$ cat config.mk
export PLATFORM = sky130hd
export DESIGN_NAME = mem_access_ctrl
export DESIGN_NICKNAME = d
export VERILOG_FILES = /design/src/rtl/mem_access_ctrl.sv
export SDC_FILE = /design/constraint.sdc
export NUM_CORES = 1
export LEC_CHECK = 0
export CORE_MARGIN = 2
export CORE_UTILIZATION = 47
export CTS_CLUSTER_DIAMETER = 60
export CTS_CLUSTER_SIZE = 20
export DETAILED_ROUTE_END_ITERATION = 8
export GPL_TIMING_DRIVEN = 0
export PLACE_DENSITY_LB_ADDON = 0.15
export SLEW_MARGIN = 20
export SYNTH_ARGS = -nofsm -noshare
export SYNTH_HDL_FRONTEND = slang
export SYNTH_SLANG_ARGS = --single-unit
$ cat constraint.sdc
create_clock -name clk -period 9.8 [get_ports clk]
set_input_delay 1.96 -clock clk [delete_from_list [all_inputs] [get_ports clk]]
set_output_delay 1.96 -clock clk [all_outputs]
set_load 0.01 [all_outputs]
$ cat src/rtl/mem_access_ctrl.sv
// MEM-stage load/store controller: issues one bus transaction per legal access,
// stalls the pipeline while it is outstanding, and aborts after TIMEOUT busy cycles.
module mem_access_ctrl #(
  parameter int unsigned TIMEOUT = 16
) (
  input  logic        clk,
  input  logic        rst,
  input  logic        mem_rd,
  input  logic        mem_wr,
  input  logic        flush,
  input  logic [31:0] addr,
  input  logic [31:0] wdata,
  input  logic        bus_ack,
  input  logic [31:0] bus_rdata,
  output logic        bus_req,
  output logic        bus_we,
  output logic [31:0] bus_addr,
  output logic [31:0] bus_wdata,
  output logic        stallM,
  output logic [31:0] rdata,
  output logic        rdata_valid,
  output logic        err,
  output logic [31:0] err_addr
);

  localparam int unsigned CW = 8;
  localparam logic [CW-1:0] LAST = CW'(TIMEOUT - 1);

  typedef enum logic [1:0] {IDLE, BUSY, DONE} state_t;

  state_t        state, state_nx;
  logic [CW-1:0] cnt, cnt_nx;
  logic          access, legal;

  logic          bus_req_nx, bus_we_nx, rdata_valid_nx, err_nx;
  logic [31:0]   bus_addr_nx, bus_wdata_nx, rdata_nx, err_addr_nx;

  // State register and all registered outputs
  always_ff @(posedge clk or posedge rst) begin
    if (rst) begin
      state       <= IDLE;
      cnt         <= '0;
      bus_req     <= 1'b0;
      bus_we      <= 1'b0;
      bus_addr    <= 32'h0;
      bus_wdata   <= 32'h0;
      rdata       <= 32'h0;
      rdata_valid <= 1'b0;
      err         <= 1'b0;
      err_addr    <= 32'h0;
    end else begin
      state       <= state_nx;
      cnt         <= cnt_nx;
      bus_req     <= bus_req_nx;
      bus_we      <= bus_we_nx;
      bus_addr    <= bus_addr_nx;
      bus_wdata   <= bus_wdata_nx;
      rdata       <= rdata_nx;
      rdata_valid <= rdata_valid_nx;
      err         <= err_nx;
      err_addr    <= err_addr_nx;
    end
  end

  // Next-state, next-output and stall decode
  always_comb begin
    access         = (state == IDLE) && !flush && (mem_rd || mem_wr);
    legal          = access && (addr[1:0] == 2'b00) && !(mem_rd && mem_wr);
    stallM         = legal || (state == BUSY);

    state_nx       = state;
    cnt_nx         = cnt;
    bus_req_nx     = bus_req;
    bus_we_nx      = bus_we;
    bus_addr_nx    = bus_addr;
    bus_wdata_nx   = bus_wdata;
    rdata_nx       = rdata;
    rdata_valid_nx = 1'b0;
    err_nx         = 1'b0;
    err_addr_nx    = err_addr;

    case (state)
      IDLE: begin
        if (legal) begin
          bus_req_nx   = 1'b1;
          bus_we_nx    = mem_wr;
          bus_addr_nx  = addr;
          bus_wdata_nx = wdata;
          cnt_nx       = '0;
          state_nx     = BUSY;
        end else if (access) begin
          err_nx      = 1'b1;
          err_addr_nx = addr;
        end
      end
      BUSY: begin
        // An ack arriving on the timeout cycle still completes normally
        if (bus_ack) begin
          bus_req_nx     = 1'b0;
          if (!bus_we) rdata_nx = bus_rdata;
          rdata_valid_nx = !bus_we;
          state_nx       = DONE;
        end else if (cnt == LAST) begin
          bus_req_nx     = 1'b0;
          rdata_nx       = 32'h0;
          rdata_valid_nx = !bus_we;
          err_nx         = 1'b1;
          err_addr_nx    = bus_addr;
          state_nx       = DONE;
        end else begin
          cnt_nx = cnt + CW'(1);
        end
      end
      DONE:    state_nx = IDLE;
      default: state_nx = IDLE;
    endcase
  end

endmodule

==> impl_metrics.json, run 1 <==
{
  "r2r_cells": 5,
  "path_depth": 7,
  "die_w_um": 114.9,
  "fin_cells": 992,
  "fin_nets": 935,
  "r2r_end": "err_addr[1]",
  "fin_crit_ns": 6.302,
  "synthToLayoutAreaGrowth_pct": 56.89,
  "totalWireLength_mm": 16.76,
  "dr_wl_met2_mm": 8.480,
  "slew-limit-headroom_pct": 57.71,
  "grt_remaining_overflow": 0,
  "synth-simple-area-share_pct": 21.08,
  "cts_buffer_depth": 2,
  "antenna_left": 0,
  "antenna_cells": 0,
  "std_cell_rows": 40,
  "finalClockSkew_ns": 0.01025,
  "grtUsageTotal_pct": 25.88,
  "crit_required_ns": 7.84,
  "cp-end-kind": "primary output",
  "route.met3.wl_mm": 1.400,
  "die_area_sq_um": 13200,
  "globalplace.congestion": 0.8125,
  "pin_count": 235,
  "place_ws_ns": 3.548,
  "critPathSlowestCell": "clkdlybuf4s50_1",
  "fin_util_pct": 75.52,
  "cts_setup_buffers": 0,
  "r2r-start": "cnt[4]",
  "status": "complete, no violations",
  "synth_top_area_cell": "dfrtp_1",
  "critPathLaunchType": "input port",
  "dr.pass1.iters": 4,
  "ys_ff_latch": 142,
  "hold_class": "register to register",
  "cts_hold_buffers": 0,
  "drive_above_1_share_pct": 8.402,
  "synth_top_family_by_area": "simple AND/OR/NAND/NOR gates",
  "clk-insertion-delay-late_ns": 0.42,
  "ys_seq_area_share_pct": 61.46,
  "synth_warnings": 0,
  "grt_max_degree": 87,
  "max_stage_delay_ns": 0.54,
  "power_density_nw_per_um2": 260.7,
  "period_share_pct": 64.30,
  "r2r_slack_ns": 7.50,
  "synthTopCellsByArea": "dfrtp_1, nand2_1, mux2_2",
  "worst-path-buf-inv": 4,
  "ir_worst_vdd_uv": 164.4,
  "vias": 5094,
  "whs_path_depth": 2,
  "critPathKind": "input port to primary output",
  "path_cells": "clkdlybuf4s50_1 > xor2_1 > nand3_1 > clkbuf_1 > clkbuf_1 > nand2_1 > clkdlybuf4s50_1",
  "setup_tns_ns": 0,
  "fin_ws_ns": 3.498,
  "core_area_sq_um": 12010,
  "synth_compound_area_share_pct": 7.509,
  "postSynthCellCount": 578,
  "critPathMaxFanout": 10,
  "finalHoldViolCount": 0,
  "hp-start": "bus_wdata[24]",
  "power.total_mw": 2.365,
  "crit_arrival_ns": 4.34,
  "start_util_pct": 48.14,
  "synth_fa_ha_area_share_pct": 0.2164,
  "cpLargestDelayFamily": "buffers and inverters",
  "netlist.area_leader.share_pct": 61.46,
  "multi_input_area_sq_um": 2074,
  "synth_area_per_cell_sq_um": 10.00,
  "fmax_mhz": 158.7,
  "grt_pass1_vias": 5190,
  "grt_pass1_wl_mm": 26.20,
  "clock_sinks": 142,
  "dp.cells": 960,
  "hold_end": "bus_wdata[24]",
  "cts_tree": "done",
  "p_leak_nw": 4.341,
  "syn_area_sq_um": 5782,
  "antenna_found_initial": 0,
  "top_layer": "met4",
  "cap_violations": 0,
  "rsz0062_at_grt": "false",
  "synthXorXnorAreaFrac_pct": 0.3030,
  "wl_per_cell_um": 16.90,
  "synth.distinct_cells": 33,
  "h-tree-depth": 4,
  "slew_viol_final": 0,
  "wl_met1_mm": 6.558,
  "worst_pin_slew_ns": 0.6287,
  "syn-num-nets": 681,
  "die_y_um": 114.9,
  "fill_cells": 844,
  "ctsResizeCount": 0,
  "setup_viol": 0,
  "root_buffer": "clkbuf_16",
  "port_buffers": 234,
  "drtIter0Drc": 271,
  "synth_mux_area_share_pct": 6.773,
  "clk_pin_slew_ns": 0.05,
  "via_per_inst": 5.135,
  "final-seq-area_sq_um": 3553,
  "numCtsBuffers": 17,
  "drc_errors": 0,
  "hpwl_mm": 11.61
}
[worst min-delay path, delay by kind of cell (launching register included)]
kind	cells	cell delay, ns
flip-flops	1	0.34
AND/OR/NAND/NOR	2	0.11
[where the power goes]
group,internal [mW],switching (mW),total (mW),leakage (nW)
registers,0.757,0.107,0.864,1.78
logic,0.428,0.288,0.716,2.20
clock network,0.548,0.238,0.786,0.353
total,1.73,0.632,2.37,4.34
[metal layers]
layer | track usage (%) | vias to the layer above
li1 | - | 2392
met3 | 8.751 | 27
met1 | 30.08 | 2474
met2 | 44.90 | 201
met4 | 9.076 | 0
met5 | 0 | -
[logic make-up after synthesis]
family | after synthesis
AND/OR/NAND/NOR | 311
flip-flops | 142
AO/OA/AOI/OAI | 52
buffers and inverters | 35
multiplexers | 35
XOR/XNOR | 2
adder cells (fa/ha/maj) | 1
[state kept, by name, summed over array words and instances, names as in the netlist, 2 cells and up]
name       flops
bus_addr      32
cnt            8
err_addr      32
state          2
bus_wdata     32
rdata         32
[worst max path at each step]
| stage | from | end | slack (ns) |
|---|---|---|---|
| 2_1_floorplan | rst | bus_addr[0] | 4.03 |
| 3_3_place_gp | rst | rdata[0] | 2.27 |
| 3_5_place_dp | mem_wr | stallM | 3.55 |
| 4_1_cts | mem_wr | stallM | 3.50 |
| 5_1_grt | mem_wr | stallM | 3.31 |
| 6_report | mem_wr | stallM | 3.50 |
[cell usage after synthesis]
cell type  number
mux2i_1         2
a221oi_4        1
o21ai_0         2
mux2_2         33
a22o_1         34
inv_1           4
nor3_1          1
ha_1            1
nor3b_1         1
and2_1          2
or4_1           1
buf_6           3
a32oi_1         1
clkbuf_1       21
nor4_1          1
dfrtp_1       142
o31ai_1         1
o21a_1          4
nand4_1         1
nand2b_1        2
xnor2_1         1
and2b_1         1
nor2_1          5
xor2_1          1
a21o_1          1
buf_1           7
and3_1          4
a2bb2oi_1       1
a21boi_0        1
or4_4           1
nand3_1         5
nand2_1       286
a21oi_1         6
[through the flow]
step           hold slack, ns  cell area (sq um)
2_1_floorplan          0.4598               5782
3_3_place_gp           0.4568               8308
3_5_place_dp           0.4610               8343
4_1_cts                0.4759               9071
5_1_grt                0.5038               9071
6_report               0.4739               9071
[final cells by class]
type / count / share of cell area, %
Clock buffer: 21 / 5.186
Multi-Input combinational cell: 401 / 22.87
Sequential cell: 142 / 39.17
Clock inverter: 11 / 2.841
Inverter: 4 / 0.2483
Tap cell: 147 / 2.028
Timing Repair Buffer: 235 / 26.12
Buffer: 31 / 1.531
[layout by cell type (no fill, tap or decap), types with 2 or more instances in the layout]
| master | synthesis | final |
|---|---|---|
| clkdlybuf4s50_1 | 0 | 234 |
| clkbuf_8 | 0 | 3 |
| nand2b_1 | 2 | 2 |
| inv_1 | 4 | 3 |
| o21a_1 | 4 | 4 |
| nand2_1 | 286 | 286 |
| clkinv_2 | 0 | 2 |
| mux2_2 | 33 | 33 |
| nand3_1 | 5 | 5 |
| and2_1 | 2 | 2 |
| dfrtp_1 | 142 | 142 |
| bufinv_16 | 0 | 8 |
| o21ai_0 | 2 | 2 |
| buf_1 | 7 | 7 |
| and3_1 | 4 | 4 |
| a21oi_1 | 6 | 6 |
| mux2i_1 | 2 | 2 |
| buf_6 | 3 | 3 |
| clkbuf_16 | 0 | 17 |
| clkbuf_1 | 21 | 22 |
| a22o_1 | 34 | 34 |
| nor2_1 | 5 | 5 |
Note: power is estimated with default switching activity, not from simulation.
==> inputs of run 2 (changes only) <==
--- a/config.mk
+++ b/config.mk
@@ -6,7 +6,7 @@
 export NUM_CORES = 1
 export LEC_CHECK = 0
 export CORE_MARGIN = 2
-export CORE_UTILIZATION = 47
+export CORE_UTILIZATION = 43
 export CTS_CLUSTER_DIAMETER = 60
 export CTS_CLUSTER_SIZE = 20
 export DETAILED_ROUTE_END_ITERATION = 8
==> constraint.sdc (replaced) <==
create_clock -name clk -period 6.29 [get_ports clk]
set_input_delay 1.258 -clock clk [delete_from_list [all_inputs] [get_ports clk]]
set_output_delay 1.258 -clock clk [all_outputs]
set_load 0.01 [all_outputs]
==> run 2 against run 1 <==
Against the previous run: final area decreased by 1.6%; utilization down 7.8 points; setup slack worse by 2.2 ns; critical endpoint unchanged; largest cell class unchanged.
==> impl_metrics.json, run 2 (synthesis gave the netlist of run 1 again) <==
{
  "status": "complete, no violations",
  "fin_ws_ns": 1.301,
  "totalWireLength_mm": 16.17,
  "antenna_found_initial": 0,
  "max_stage_delay_ns": 0.58,
  "drtIter0Drc": 322,
  "std_cell_rows": 42,
  "clk-insertion-delay-late_ns": 0.41,
  "die_area_sq_um": 14390,
  "setup_viol": 0,
  "h-tree-depth": 4,
  "slew_viol_final": 0,
  "period_share_pct": 79.32,
  "power_density_nw_per_um2": 376.0,
  "grtUsageTotal_pct": 23.22,
  "cts_hold_buffers": 0,
  "port_buffers": 234,
  "vias": 5042,
  "mostFrequentLayoutCell": "nand2_1",
  "path_cells": "clkdlybuf4s50_1 > nor3_1 > nand3_1 > clkbuf_1 > clkbuf_1 > nand2_1 > clkdlybuf4s50_1",
  "ir_worst_vdd_uv": 227.3,
  "critPathLaunchType": "input port",
  "via_per_inst": 4.938,
  "synthToLayoutAreaGrowth_pct": 54.40,
  "fin_nets": 935,
  "clk_pin_slew_ns": 0.05,
  "setup_tns_ns": 0,
  "finalClockSkew_ns": 0.007003,
  "root_buffer": "clkbuf_16",
  "cap_violations": 0,
  "hpwl_mm": 11.49,
  "antenna_left": 0,
  "layout_common_cells": "nand2_1, clkdlybuf4s50_1, dfrtp_1, a22o_1, mux2_2",
  "grt_pass1_vias": 5185,
  "fin_crit_ns": 4.989,
  "worst-path-buf-inv": 4,
  "cts_setup_buffers": 0,
  "critPathKind": "input port to primary output",
  "worst_pin_slew_ns": 0.6741,
  "die_y_um": 120.0,
  "final-seq-area_sq_um": 3553,
  "pin_count": 235,
  "place_area_sq_um": 8379,
  "finalHoldViolCount": 0,
  "ctsResizeCount": 0,
  "critPathMaxFanout": 10,
  "die_w_um": 120.0,
  "drive_above_1_share_pct": 8.402,
  "core_area_sq_um": 13190,
  "dr.pass1.iters": 6,
  "globalplace.congestion": 0.7969,
  "fmax_mhz": 200.4,
  "cp-end-kind": "primary output",
  "start_util_pct": 43.83,
  "final_area_sq_um": 8927,
  "grt_pass1_wl_mm": 26.14,
  "cts_tree": "done",
  "place_ws_ns": 1.296,
  "multi_input_area_sq_um": 2074,
  "p_leak_nw": 4.251,
  "crit_required_ns": 5.03,
  "grt_remaining_overflow": 0,
  "cpLargestDelayFamily": "buffers and inverters",
  "slew-limit-headroom_pct": 54.66,
  "grt_max_degree": 107,
  "wl_per_cell_um": 15.84,
  "hold_class": "register to register",
  "rsz0062_at_grt": "false",
  "crit_arrival_ns": 3.73,
  "fill_cells": 1007,
  "clock_sinks": 142,
  "drc_errors": 0,
  "antenna_cells": 0,
  "cts_buffer_depth": 2,
  "critPathSlowestCell": "clkdlybuf4s50_1",
  "r2r_slack_ns": 4.03,
  "numCtsBuffers": 17
}
-- run 2: per-layer routing --
layer | GRT usage (%) | vias up | routed length, um
li1 | - | 2385 | -
met1 | 28.58 | 2445 | 6718
met2 | 37.43 | 179 | 7830
met3 | 7.605 | 33 | 1248
met4 | 10.00 | 0 | 370
met5 | 0 | - | 0
-- run 2: final timing paths --
| path | depth (start not counted) | startpoint | endpoint |
|---|---|---|---|
| worst min-delay path | 1 | bus_we | rdata_valid |
| min in group asynchronous | 2 | rst | err_addr[7] |
| max in group asynchronous | 3 | rst | err_addr[28] |
| worst max-delay path | 7 | addr[0] | stallM |
| worst max register to register | 5 | state[1] | err_addr[9] |
| worst min register to register | 1 | bus_we | rdata_valid |
-- run 2: power breakdown --
part | total (mW) | switching, mW | internal [mW]
Sequential | 1.34 | 0.162 | 1.18
Clock | 0.913 | 0.371 | 0.542
Combinational | 1.10 | 0.436 | 0.667
Total | 3.36 | 0.969 | 2.39
-- run 2: layout make-up --
type	count	share of cell area, %
flip-flops and latches	142	39.80
repair buffers	235	26.55
multi-input cells	401	23.24
clock buffers	22	5.424
well taps	176	2.467
plain buffers	31	1.556
clock inverters	10	0.7148
inverters	4	0.2523
-- run 2: through the flow --
step / util, % / hold slack [ns] / power, mW / instances
5_1_grt: 67.68 / 0.4925 / 3.539 / 1021
4_1_cts: 67.68 / 0.4757 / 3.390 / 1021
6_report: 67.68 / 0.4703 / 3.357 / 1021
3_5_place_dp: 63.53 / 0.4615 / 2.463 / 989
2_1_floorplan: - / 0.4598 / 1.760 / 578
3_3_place_gp: 63.26 / 0.4561 / 2.426 / 988
==> inputs of run 3 (changes only) <==
==> constraint.sdc (replaced) <==
create_clock -name clk -period 5.1 [get_ports clk]
set_input_delay 1.02 -clock clk [delete_from_list [all_inputs] [get_ports clk]]
set_output_delay 1.02 -clock clk [all_outputs]
set_load 0.01 [all_outputs]
==> results of run 3 <==
Same layout as run 2 (identical final DEF). Status: complete, no violations.
Among the figures that moved: setup slack after placement 1.296 ns -> 0.5825 ns; setup slack after layout 1.301 ns -> 0.5865 ns; register-to-register setup slack 4.03 ns -> 2.84 ns; total power 3.357 mW -> 4.140 mW; worst IR drop on VDD 227.3 uV -> 280.3 uV
==> patch 1, RTL diff (flow settings as in run 3) <==
The localparam `CW` goes from 8 to 7.
--- a/src/rtl/mem_access_ctrl.sv
+++ b/src/rtl/mem_access_ctrl.sv
@@ -23,7 +23,7 @@
   output logic [31:0] err_addr
 );
 
-  localparam int unsigned CW = 8;
+  localparam int unsigned CW = 7;
   localparam logic [CW-1:0] LAST = CW'(TIMEOUT - 1);
 
   typedef enum logic [1:0] {IDLE, BUSY, DONE} state_t;
Formal check against the unedited RTL: no difference found for any inputs over 4 cycles, from zero or initial values and one cycle with rst high; that may be too few to reach the edited logic, so the function may still have changed.
==> patch 1 against run 3 <==
- setup slack improved by 0.24 ns
- sequential cell count down 1
- design area increased by 1.4%
- total power rose by 6.1%
- combinational power is 8% higher
- non-clock buffer count fell by 9
- global-route usage decreased by 2.7 points
- area after synthesis increased by 1.1%
- routed wire length down 11%
- final cell count fell by 20%
- highest routed layer unchanged
==> patch 1: results (changes against run 3) <==
{| class="wikitable"
! Metric !! Value
|-
| Detailed Place HPWL || 10.21 mm (was 11.49 mm)
|-
| GPL Wtd Cong || 0.7429 (was 0.7969)
|-
| Final #Nets || 732 (was 935)
|-
| Met3 Routed Length || 1.208 mm (was 1.248 mm)
|-
| Sequential area share after synthesis || 0.6039 (was 0.6146)
|-
| Complex-gate fraction of the synthesized area || 0.07430 (was 0.07509)
|-
| Arrival time worst endpoint || 3.25 ns (was 3.49 ns)
|-
| Fraction of the mapped netlist area in adder cells || 0.002141 (was 0.002164)
|-
| Metal-1 WL || 6.102 mm (was 6.718 mm)
|-
| GRT met1 Usage || 0.2642 (was 0.2858)
|-
| Run status || completed (unchanged)
|-
| Met2 Track Usage GR || 0.3234 (was 0.3743)
|-
| Largest clock skew in the final design || 0.008541 ns (was 0.007003 ns)
|-
| Layout cell share with drive strength beyond 1 || 0.2788 (was 0.08402)
|-
| Worst slack after detailed placement || 0.7887 ns (was 0.5825 ns)
|-
| Mux contribution to synthesized area || 0.2634 (was 0.06773)
|-
| GR Util met3 || 0.07500 (was 0.07605)
|-
| DP Cell Count || 786 (was 989)
|-
| DR iter-0 viols || 181 (was 322)
|-
| Routed WL || 14.32 mm (was 16.17 mm)
|-
| Xor and xnor fraction of the mapped netlist area || 0.001499 (was 0.003030)
|-
| Final Worst Setup Slack || 0.8282 ns (was 0.5865 ns)
|-
| Internal power component || 3.205 mW (was 2.945 mW)
|-
| Non-filler instance count after layout || 818 (was 1021)
|-
| Static power due to leakage || 3.921 nW (was 4.251 nW)
|-
| Vias in the first global route || 4250 (was 5185)
|}
patch 1: area by class of cell:
| type | instances | area share |
|---|---|---|
| sequential | 141 | 0.3899 |
| timing repair buffer | 235 | 0.2619 |
| multi-input combinational | 207 | 0.2366 |
| clock buffer | 18 | 0.04853 |
| tap | 176 | 0.02434 |
| clock inverter | 14 | 0.01867 |
| buffer | 22 | 0.01715 |
| inverter | 5 | 0.002904 |
patch 1: cell families after synthesis:
family / after synthesis
AOI/OAI and AO/OA: 55
adders and majority gates: 1
DFF: 141
buffers and inverters: 27
muxes: 127
xor gates and xnor gates: 1
and+or+nand+nor: 23
patch 1: power groups by stage:
| stage | registers (mW) | logic (mW) | clock network [mW] |
|---|---|---|---|
| 6_report | 1.66 | 1.47 | 1.26 |
| 2_1_floorplan | 1.82 | 0.462 | 0 |
| 3_5_place_dp | 1.68 | 1.48 | 0 |
| 3_3_place_gp | 1.66 | 1.46 | 0 |
| 4_1_cts | 1.67 | 1.49 | 1.28 |
| 5_1_grt | 1.71 | 1.57 | 1.34 |
patch 1: worst paths after layout:
path	from	cells past startpoint	slack, ns	to
setup reg to reg	state[1]	5	3.11	err_addr[3]
max in group asynchronous	rst	3	3.34	bus_addr[2]
hold / removal	bus_we	1	0.49	rdata_valid
setup / recovery	mem_wr	7	0.83	stallM
hold reg to reg	bus_we	1	0.49	rdata_valid
min in group asynchronous	rst	2	1.00	bus_wdata[25]
patch 1: per-stage QoR:
step / hold WS (ns) / instance area, sq um
finish: 0.4931 / 9049
global route: 0.5141 / 9049
CTS: 0.4946 / 9049
detailed placement: 0.4880 / 8441
global placement: 0.4852 / 8406
floorplan: 0.4778 / 5843
==> patch 2, RTL diff (flow settings as in run 3) <==
Without the edit above. Reset style: synchronous (`rst`), changed in one clocked block.
--- a/src/rtl/mem_access_ctrl.sv
+++ b/src/rtl/mem_access_ctrl.sv
@@ -36,7 +36,7 @@
   logic [31:0]   bus_addr_nx, bus_wdata_nx, rdata_nx, err_addr_nx;
 
   // State register and all registered outputs
-  always_ff @(posedge clk or posedge rst) begin
+  always_ff @(posedge clk) begin
     if (rst) begin
       state       <= IDLE;
       cnt         <= '0;
Behaviour: differs if rst is asserted again (counterexample within 4 cycles, from zero or initial values and one cycle with rst high); with rst held inactive, the same outputs for 4 cycles.
==> patch 2 against run 3 <==
- design area fell by 2.1%
- register-to-register slack improved by 0.12 ns
- area after synthesis fell by 5.1%
- critical path depth did not move
- worst hold slack got worse by 0.018 ns
- count of clock-buffer cells in the layout fell by 4
- setup slack improved by 0.24 ns
- critical path type unchanged
- global-route usage rose by 1.2 points
- largest cell class unchanged
- sequential cell count did not move
- via count rose by 5.1%
- routed wire length rose by 5.3%
Power is not compared: it rests on default switching activity, and its combinational part moved more than twofold at a synthesized area within 25%.
==> patch 2: results (changes against run 3) <==
{| class="wikitable"
! Metric !! Value
|-
| Async S/R FF share, synth || 0 (was 1.000)
|-
| Count of unique library cells instantiated by Yosys || 37 (was 33)
|-
| Mux contribution to synthesized area || 0.05837 (was 0.06773)
|-
| Port bufs || 233 (was 234)
|-
| Detailed Place HPWL || 12.52 mm (was 11.49 mm)
|-
| Hold depth || 2 (was 1)
|-
| Number of cells on the worst reg-to-reg path || 8 (was 5)
|-
| Fraction of the mapped netlist area in adder cells || 0.002280 (was 0.002164)
|-
| Endpoint of the most critical register-to-register path || err_addr[2] (was err_addr[9])
|-
| Arrival time worst endpoint || 3.26 ns (was 3.49 ns)
|-
| Count of mapped cells out of synthesis || 575 (was 578)
|-
| Sequential area share after synthesis || 0.5180 (was 0.6146)
|-
| Vias per cell || 5.238 (was 4.938)
|-
| Final #Nets || 930 (was 935)
|-
| Vias in the first global route || 5068 (was 5185)
|-
| Start point of the worst min-delay path || bus_wdata[8] (was bus_we)
|-
| All-Layer GR Usage || 0.2443 (was 0.2322)
|-
| Endpoint of the worst hold path || bus_wdata[8] (was rdata_valid)
|-
| FILL cells || 1008 (was 1007)
|-
| Total cell area at the placement stage || 0.008035 sq mm (was 0.008379 sq mm)
|-
| Max incr delay on CP || 0.54 ns (was 0.58 ns)
|-
| Worst Hold Margin || 0.4525 ns (was 0.4703 ns)
|-
| Synthesized netlist net count || 678 (was 681)
|-
| Global-route wire length before repair || 25.70 mm (was 26.14 mm)
|-
| Reg-to-reg startpoint || cnt[0] (was state[1])
|-
| Worst-Margin Slew || 0.8748 ns (was 0.6741 ns)
|-
| Run status || completed (unchanged)
|-
| Pre-Repair DR Iteration Count || 4 (was 6)
|}
[patch 2: changes by cell type in the layout (fill, tap and decap cells not counted), moves of 7 or more]
cell / change
nand2_1: -157
dfrtp_1: -142
dfxtp_1: +142
a21oi_1: +68
nor3_1: +37
mux2_2: -33
a211oi_2: +30
mux2i_1: +30
buf_2: +21
buf_1: -7
bufinv_16: +7
[patch 2: area by class of cell]
| cell class | count | area share |
|---|---|---|
| Sequential cell | 142 | 0.3253 |
| Multi-Input combinational cell | 382 | 0.2718 |
| Timing Repair Buffer | 233 | 0.2669 |
| Clock buffer | 18 | 0.05026 |
| Clock inverter | 14 | 0.03021 |
| Buffer | 49 | 0.03007 |
| Tap cell | 172 | 0.02463 |
| Inverter | 2 | 0.0008591 |
[patch 2: kinds of logic after synthesis]
logic type | count (synthesis)
simple gates | 198
compound gates | 150
flops | 142
buf+inv | 51
mux | 32
xor+xnor | 1
fa+ha+maj | 1
[patch 2: worst max-delay path by stage]
stage,from,slack [ns],endpoint,cells past startpoint
global route,addr[1],0.70,stallM,7
finish,addr[1],0.82,stallM,7
CTS,addr[1],0.82,stallM,7
global placement,addr[1],0.89,stallM,7
detailed placement,addr[1],0.83,stallM,7
floorplan,flush,1.94,stallM,5
[patch 2: through the flow]
stage / worst slack, ns / util / power (mW)
after global routing: 0.6990 / 0.6981 / 3.065
final: 0.8244 / 0.6981 / 2.965
after global placement: 0.8872 / 0.6419 / 1.525
after CTS: 0.8216 / 0.6981 / 2.991
after floorplan: 1.938 / - / 1.337
after detailed placement: 0.8336 / 0.6419 / 1.534
[patch 2: tightest hold or removal path, stage by stage, from the launching register on]
cell and delay, ns:
dfxtp_1 0.30, nand2_1 0.05, a21oi_1 0.05
[patch 2: routing by layer]
layer | wire, um | up-vias | track usage
li1 | - | 2536 | -
met1 | 6907 | 2535 | 0.2816
met2 | 8662 | 203 | 0.4316
met3 | 1165 | 27 | 0.06952
met4 | 287 | 0 | 0.09020
met5 | 0 | - | 0
[patch 2: power by group through the flow]
stage / Sequential (mW) / Combinational (mW) / Clock (mW)
2_1_floorplan: 1.21 / 0.128 / 0
3_3_place_gp: 1.19 / 0.332 / 0
3_5_place_dp: 1.20 / 0.339 / 0
4_1_cts: 1.17 / 0.342 / 1.48
5_1_grt: 1.17 / 0.364 / 1.53
6_report: 1.17 / 0.339 / 1.45
